--- src/rtl/riscv_test_monitor.sv ---
// riscv_test_monitor: pass/fail monitor for riscv-tests ISA programs.
// Snoops the register-file write-back port, shadows the test-number and
// pass registers, detects the end-of-test marker (DONE_REG written with 1),
// waits a settle window and latches a verdict. A watchdog produces a timeout
// verdict if no marker arrives; clear restarts monitoring for the next image.
//
// Optional feature: define TEST_MON_SIG_EN to add the `signature` output, an
// XOR-rotate accumulation over every qualified write-back seen in RUN.
//
// Ports:
//   clk           clock
//   rst           asynchronous reset, active-low
//   clear         synchronous restart (priority over everything but rst)
//   wb_en         register-file write enable
//   wb_addr       register-file write address
//   wb_data       register-file write data
//   done          verdict valid
//   pass          PASS_REG shadow equalled 1 at sample time
//   fail          verdict was fail or timeout
//   timeout       watchdog expired
//   fail_testnum  TESTNUM_REG shadow captured at the verdict
//   cycle_count   cycles spent in RUN and SETTLE (saturating)
//   signature     (TEST_MON_SIG_EN only) write-back signature
module riscv_test_monitor #(
  parameter int unsigned XLEN           = 32,
  parameter int unsigned DONE_REG       = 26,
  parameter int unsigned PASS_REG       = 27,
  parameter int unsigned TESTNUM_REG    = 3,
  parameter int unsigned SETTLE_CYCLES  = 10,
  parameter int unsigned TIMEOUT_CYCLES = 100000,
  parameter int unsigned CNT_W          = 32
) (
  input  logic             clk,
  input  logic             rst,
  input  logic             clear,
  input  logic             wb_en,
  input  logic [4:0]       wb_addr,
  input  logic [XLEN-1:0]  wb_data,
  output logic             done,
  output logic             pass,
  output logic             fail,
  output logic             timeout,
  output logic [XLEN-1:0]  fail_testnum,
  output logic [CNT_W-1:0] cycle_count
`ifdef TEST_MON_SIG_EN
  ,
  output logic [XLEN-1:0]  signature
`endif
);

  localparam int unsigned SC_W = (SETTLE_CYCLES < 2) ? 1 : $clog2(SETTLE_CYCLES + 1);

  typedef enum logic [1:0] {
    ST_RUN     = 2'd0,
    ST_SETTLE  = 2'd1,
    ST_VERDICT = 2'd2,
    ST_TIMEOUT = 2'd3
  } state_t;

  state_t            state_q, state_d;
  logic [SC_W-1:0]   settle_q, settle_d;
  logic [XLEN-1:0]   tn_sh_q, tn_sh_d;
  logic [XLEN-1:0]   pass_sh_q, pass_sh_d;
  logic [CNT_W-1:0]  cnt_q, cnt_d;
  logic              done_q, done_d;
  logic              pass_q, pass_d;
  logic              fail_q, fail_d;
  logic              timeout_q, timeout_d;
  logic [XLEN-1:0]   tn_q, tn_d;

  logic              wr_ok;
  logic              done_mark;
  logic              wdog_hit;
  logic [CNT_W-1:0]  cnt_inc;

  // Qualified write: x0 writes are architectural no-ops and never count.
  assign wr_ok     = wb_en && (wb_addr != 5'd0);
  assign done_mark = wr_ok && (wb_addr == 5'(DONE_REG)) && (wb_data == XLEN'(1));
  assign wdog_hit  = (TIMEOUT_CYCLES != 0) && (cnt_q == CNT_W'(TIMEOUT_CYCLES - 1));
  assign cnt_inc   = (cnt_q == {CNT_W{1'b1}}) ? cnt_q : cnt_q + CNT_W'(1);

`ifdef TEST_MON_SIG_EN
  logic [XLEN-1:0] sig_q, sig_d;
  logic [XLEN-1:0] data_ext;

  // Fold the register index into the top bits so equal data to different
  // registers produces different contributions.
  assign data_ext = wb_data ^ (XLEN'(wb_addr) << (XLEN - 5));
`endif

  // Next-state and output logic.
  always_comb begin
    state_d   = state_q;
    settle_d  = settle_q;
    tn_sh_d   = tn_sh_q;
    pass_sh_d = pass_sh_q;
    cnt_d     = cnt_q;
    done_d    = done_q;
    pass_d    = pass_q;
    fail_d    = fail_q;
    timeout_d = timeout_q;
    tn_d      = tn_q;
`ifdef TEST_MON_SIG_EN
    sig_d     = sig_q;
`endif

    if (clear) begin
      state_d   = ST_RUN;
      settle_d  = '0;
      tn_sh_d   = '0;
      pass_sh_d = '0;
      cnt_d     = '0;
      done_d    = 1'b0;
      pass_d    = 1'b0;
      fail_d    = 1'b0;
      timeout_d = 1'b0;
      tn_d      = '0;
`ifdef TEST_MON_SIG_EN
      sig_d     = '0;
`endif
    end else begin
      // Shadows track write-back only while the test is still live.
      if ((state_q == ST_RUN || state_q == ST_SETTLE) && wr_ok) begin
        if (wb_addr == 5'(TESTNUM_REG)) tn_sh_d = wb_data;
        if (wb_addr == 5'(PASS_REG))    pass_sh_d = wb_data;
      end

      case (state_q)
        ST_RUN: begin
`ifdef TEST_MON_SIG_EN
          if (wr_ok) sig_d = {sig_q[XLEN-2:0], sig_q[XLEN-1]} ^ data_ext;
`endif
          // The end-of-test marker wins over a watchdog expiring the same cycle.
          if (done_mark) begin
            state_d  = ST_SETTLE;
            settle_d = '0;
            cnt_d    = cnt_inc;
          end else if (wdog_hit) begin
            state_d   = ST_TIMEOUT;
            done_d    = 1'b1;
            timeout_d = 1'b1;
            fail_d    = 1'b1;
            pass_d    = 1'b0;
            tn_d      = tn_sh_q;
          end else begin
            cnt_d = cnt_inc;
          end
        end

        ST_SETTLE: begin
          cnt_d = cnt_inc;
          // Marker edge plus SETTLE_CYCLES settle cycles before sampling.
          if (settle_q == SC_W'(SETTLE_CYCLES)) begin
            state_d = ST_VERDICT;
            done_d  = 1'b1;
            pass_d  = (pass_sh_q == XLEN'(1));
            fail_d  = (pass_sh_q != XLEN'(1));
            tn_d    = tn_sh_q;
          end else begin
            settle_d = settle_q + SC_W'(1);
          end
        end

        default: begin
          // VERDICT and TIMEOUT hold until clear or reset.
        end
      endcase
    end
  end

  // State and output registers.
  always_ff @(posedge clk or negedge rst) begin
    if (!rst) begin
      state_q   <= ST_RUN;
      settle_q  <= '0;
      tn_sh_q   <= '0;
      pass_sh_q <= '0;
      cnt_q     <= '0;
      done_q    <= 1'b0;
      pass_q    <= 1'b0;
      fail_q    <= 1'b0;
      timeout_q <= 1'b0;
      tn_q      <= '0;
`ifdef TEST_MON_SIG_EN
      sig_q     <= '0;
`endif
    end else begin
      state_q   <= state_d;
      settle_q  <= settle_d;
      tn_sh_q   <= tn_sh_d;
      pass_sh_q <= pass_sh_d;
      cnt_q     <= cnt_d;
      done_q    <= done_d;
      pass_q    <= pass_d;
      fail_q    <= fail_d;
      timeout_q <= timeout_d;
      tn_q      <= tn_d;
`ifdef TEST_MON_SIG_EN
      sig_q     <= sig_d;
`endif
    end
  end

  assign done         = done_q;
  assign pass         = pass_q;
  assign fail         = fail_q;
  assign timeout      = timeout_q;
  assign fail_testnum = tn_q;
  assign cycle_count  = cnt_q;
`ifdef TEST_MON_SIG_EN
  assign signature    = sig_q;
`endif

endmodule

--- config.mk ---
export PLATFORM = sky130hd
export DESIGN_NAME = riscv_test_monitor
export DESIGN_NICKNAME = d
export VERILOG_FILES = /design/src/rtl/riscv_test_monitor.sv
export SDC_FILE = /design/constraint.sdc
export NUM_CORES = 1
export LEC_CHECK = 0
export CORE_MARGIN = 2
export CORE_UTILIZATION = 37
export CTS_CLUSTER_DIAMETER = 150
export CTS_CLUSTER_SIZE = 14
export DETAILED_ROUTE_END_ITERATION = 7
export PLACE_DENSITY_LB_ADDON = 0.25
export SLEW_MARGIN = 20
export SYNTH_ARGS = -nofsm -noshare
export SYNTH_HDL_FRONTEND = slang
export SYNTH_SLANG_ARGS = --single-unit
--- constraint.sdc ---
create_clock -name clk -period 3.15 [get_ports clk]
set_input_delay 0.315 -clock clk [delete_from_list [all_inputs] [get_ports clk]]
set_output_delay 0.315 -clock clk [all_outputs]
set_load 0.02 [all_outputs]
# Word level (Yosys, flattened, before mapping)

Index checks and enable logic that the tools add are counted.

Register bits after elaboration: 138
Bits of input ports: 41
Output and inout bits: 68
Logic and storage cells: 90

$add $sub $neg: 2
Eq/ne operators: 18
Multiplexer cells: 40
Reduce and logical (&&, ||, !) cells: 20

Operators with widths:

| cell                                                               | number |
|---|---|
| 32-bit 2-to-1 mux                                                  | 14 |
| 32-bit case mux with 2 select lines                                | 2 |
| 32-bit by 1-bit == test with 1-bit output (second input constant)  | 2 |
| 32-bit by 1-bit adder with 32-bit output (second input constant)   | 1 |
| 32-bit by 17-bit == test with 1-bit output (second input constant) | 1 |
| 32-bit == test (second input constant)                             | 1 |
| 32-bit by 1-bit != test with 1-bit output (second input constant)  | 1 |
| 1-bit 2-to-1 mux                                                   | 12 |
| 4-bit 2-to-1 mux                                                   | 3 |
| 3-bit != test (second input constant)                              | 4 |
| 5-bit == test (second input constant)                              | 2 |
| 2-bit nonzero test                                                 | 5 |
| 3-bit AND reduction                                                | 3 |
| 2-bit 2-to-1 mux                                                   | 4 |
| 4-bit != test (second input constant)                              | 2 |
| 4-bit case mux with 2 select lines                                 | 1 |
| 1-bit case mux with 2 select lines                                 | 3 |
| 2-bit AND reduction                                                | 3 |
| 5-bit by 2-bit == test with 1-bit output (second input constant)   | 1 |
| 5-bit nonzero test                                                 | 1 |
| 4-bit by 1-bit adder with 4-bit output (second input constant)     | 1 |
| 4-bit == test (second input constant)                              | 1 |
| 1-bit logical AND                                                  | 4 |
| 2-bit case mux with 2 select lines                                 | 1 |
| 7 further kinds                                                    | 7 |

# Depth between registers and ports, before layout

Depth in word-level cells: 7
Gate-level depth with buffers: 8
Gate-level depth less buffers: 7

# Least setup slack after synthesis

Ideal clock, no wire load.

Path kind: in2reg
From: in wb_data[18]
To: reg tn_q[0] (netlist: fail_testnum[0])
Setup time: 125 ps
Arrival time: 2530 ps
Required time: 3025 ps
Setup slack: 495 ps
Stages on the path: 7
Buffers on the path: 2
Cell sequence: or4_1 or4_1 or3_1 buf_2 a21oi_4 buf_6 mux2_4

Longest elaborated chain between the ends: 4

RTL lines:

| element                                   | RTL line | RTL |
|---|---|---|
| start, declared                           | 38       | `input logic [XLEN-1:0] wb_data,` |
| 32-bit by 1-bit == test with 1-bit output | 78       | `assign done_mark = wr_ok && (wb_addr == 5'(DONE_REG)) && (wb_data == XLEN'(1));` |
| 1-bit logical AND                         | 78       |  |
| 3-bit != test (no line)                   | n/a      |  |
| 4-bit AND reduction (no line)             | n/a      |  |
| end signal, assigned                      | 197      | `tn_q <= tn_d;` |
| end, declared                             | 69       | `logic [XLEN-1:0] tn_q, tn_d;` |

No other way between the ends.
A chain may end at the register's enable or synchronous reset.

# Final worst setup path

From: in wb_data[18]
To: reg tn_q[14] (netlist: fail_testnum[14])

The elaborated chain is that of the path after synthesis.

==> impl_metrics.csv <==
group,metric,value,unit
run_status,status,"finished, final reports clean",
power,intPower,3.14,mW
sta,finalClockSkew,0.0130,ns
grt,grt_pass1_vias,5344,
final_layout,finalInstanceArea,8890,um^2
drt,routed_wl,17700,um
clock_tree,cts_tree,"done",
yosys,synthTopCellsByCount,"dfrtp_1 (138), nor2_1 (88), mux2i_1 (73)",
clock_tree,clockBufferDepth,2,
worst_setup_path,crit_slowest_cell,"or4_1",
sta,max_freq,356,MHz
drt,drtPass1Iterations,5,
clock_tree,cts.repair.resized,0,
drt,avgViaCountPerCell,5.47,
yosys,syn_inst,641,
power,switchingPower,0.960,mW
clock_tree,numCtsBuffers,17,
final_layout,antenna_cells,0,
floorplanning,die_h,140,um
final_layout,fin_nets,796,
power,leakage,3.99,nW
yosys,synth_top_area_share,50.5,%
worst_hold_path,min_path_type,"input port to flip-flop",
worst_setup_path,cp_common_cell,"or4_1",
floorplanning,core_area,18000,um^2
yosys,synth_area,6840,um^2
floorplanning,die-area,19600,um^2
worst_setup_path,crit_required,3.44,ns
yosys,synthArstFlopShare,100,%
worst_setup_path,worstSetupEndpointType,"flip-flop",
sta,setup_viol,0,
drt,wl_per_cell,17.8,um
place,place_area,8270,um^2
worst_setup_path,start_kind,"input port",
place,portBuffers,108,
yosys,synth.area.top_cells,"dfrtp_1 (50%), mux2i_1 (11%), nor2_1 (4.8%)",
clock_tree,insertion_delay,0.41,ns
worst_setup_path,path_cells,"clkdlybuf4s50_1 -> or4_1 -> or4_1 -> or3_1 -> a21oi_4 -> buf_12 -> mux2_1",
yosys,synthFlopType,"dfrtp_1",
clock_tree,clk_pin_slew_worst_paths,0.06,ns
yosys,synth_cell_type_count,52,
yosys,synth-seq-cells,138,
clock_tree,h-tree-depth,4,
floorplanning,dieWidth,140,um
floorplanning,num_io_pins,109,
worst_setup_path,max_stage_delay,0.60,ns
sta,drv_slew,0,
power,p_clk_share,50.6,%
sta,tightest_slew,0.969,ns
power,vdd_drop_max,0.000349,V
power,pwr-share-seq,43.7,%
drt,drt_iter0_drc,528,
flow_run,drv_cap,0,
sta,maxSlewHeadroom,35.4,%
drt,via_count,5436,
worst_setup_path,path_max_fanout,20,
sta,min_period,2.81,ns
drt,drc,0,
sta,hold_ws,0.257,ns
yosys,yosysWarnings,0,
sta,finalHoldViolCount,0,
sta,fin_tns_setup,0,ns
grt,overflow,0,
floorplanning,rows,49,
drt,ant_nets,0,
power,combPwrFrac,5.7,%
yosys,synth.avg_cell_area,10.7,um^2
sta,rsz0062_at_grt,"no",
yosys,synth.most_common_cell,"dfrtp_1",
place,hpwl,12000,um
yosys,ys_seq_area_share,50.5,%
worst_setup_path,cp.arrival,3.09,ns
place,post-place-ws,-0.0497,ns
clock_tree,cts.sinks,138,
yosys,synth-edff-count,0,
worst_setup_path,crit_type,"input port to flip-flop",
grt,grt_pass1_wl,28800,um
floorplanning,start_util,38.0,%
sta,finalCritPeriodShare,89.1,%
grt,antenna_found_initial,0,
clock_tree,cts.root.buffer_cell,"clkbuf_16",
sta,layout_setup_ws,0.345,ns
grt,grt_util_all_layers,18.3,%
grt,grt_max_degree,98,
power,p_per_area,462,nW/um^2
power,p_sw_share,23.4,%
yosys,synthesis.nets,685,
final_layout,syn2layout_area_growth,29.9,%
final_layout,layout-drive-gt1-share,12.4,%
place,place.gp.congestion,0.812,
yosys,synth_top_cell_by_area,"dfrtp_1",
per-stage QoR:
stage          utilization (%)  instances  power (mW)
3_3_place_gp              45.9        961        2.06
6_report                  49.3        993        4.10
2_1_floorplan                -        641        1.91
4_1_cts                   49.3        993        4.16
3_5_place_dp              45.9        961        2.06
5_1_grt                   49.3        993        4.27
path summary, 6_finish.rpt:
kind / from / to / slack (ns) / depth (start not counted)
max: wb_data[18] / fail_testnum[14]$_DFFE_PN0P_ / 0.34 / 7
min: clear / cycle_count[10]$_DFFE_PN0P_ / 0.26 / 2
max reg2reg: cycle_count[26]$_DFFE_PN0P_ / cycle_count[0]$_DFFE_PN0P_ / 0.61 / 6
min reg2reg: pass$_DFFE_PN0P_ / pass$_DFFE_PN0P_ / 0.49 / 1
max in group asynchronous: rst / tn_sh_q[0]$_DFFE_PN0P_ / 1.86 / 3
min in group asynchronous: rst / cycle_count[1]$_DFFE_PN0P_ / 0.49 / 2
kinds of logic (layout without fill, tap and decap cells):
family,after synthesis,after routing,synth area share (%)
AND/OR/NAND/NOR,256,256,19.5
buffers and inverters,61,184,3.71
adder cells (fa/ha/maj),3,3,0.549
flip-flops,138,138,50.5
AO/OA/AOI/OAI,72,72,7.81
XOR/XNOR,1,1,0.128
multiplexers,110,110,17.9
worst max-delay path, delay by kind of cell:
kind / cells / cell delay (ns)
AND/OR/NAND/NOR: 3 / 1.54
buffers and inverters: 2 / 0.65
multiplexers: 1 / 0.34
AO/OA/AOI/OAI: 1 / 0.22
power by group through the flow:
stage	logic, mW	clock network [mW]	registers [mW]
after floorplan	0.0850	0	1.83
after global placement	0.232	0	1.82
after detailed placement	0.237	0	1.82
after CTS	0.239	2.13	1.79
after global routing	0.256	2.22	1.79
final	0.235	2.07	1.79
repair_timing:
| item | CTS | global route |
|---|---|---|
| buffers inserted | 0 | 0 |
| hold buffers | 1 | 0 |
| setup endpoints to repair | 0 | 0 |
| endpoints found under the hold margin | 69 | 0 |
layout make-up:
cell class                      count  area [um^2]
Clock buffer                       17          425
Clock inverter                     14          185
Fill cell                        1614         9140
Inverter                           21         78.8
Multi-Input combinational cell    442         3140
Sequential cell                   138         3450
Tap cell                          229          287
Timing Repair Buffer              132         1310
metal layers:
layer	wire length (um)	up-vias	global-route usage (%)	part of all wire, %
met5	0	-	0	0
met4	170	0	4.26	0.96
met3	866	11	4.85	4.9
met1	8190	2721	25.1	46
met2	8450	153	29.1	48
li1	-	2551	-	-
flip-flops by register name, indices dropped and copies added, names as in the netlist:
register,flops
cycle_count,32
done,1
fail,1
fail_testnum,32
pass,1
pass_sh_q,32
settle_q,4
state_q,2
timeout,1
tn_sh_q,32
layout by cell type (no fill, tap or decap), drive strengths merged, types with 3 or more instances in the layout:
master         synthesis  layout
nor3                  25      25
bufinv                 0       3
clkinvlp               0       3
inv                   21      27
nand3                 10      10
o2bb2ai               11      11
nand2                 18      18
mux2                  37      37
or3                    6       6
nand4                 18      18
nor4                  27      27
nor4b                  5       5
nor2b                 35      35
clkdlybuf4s50          0     106
dfrtp                138     138
a21oi                  5       5
ha                     3       3
mux2i                 73      73
or4                    3       3
and3                   8       8
buf                   13      25
a211o                  4       4
clkbuf                27      17
and4                   7       7
a311oi                 4       4
o21ai                 14      14
o311a                  3       3
a31oi                 11      11
nor2                  88      88
o22ai                  4       4
Note: power is estimated with default switching activity, not from simulation.
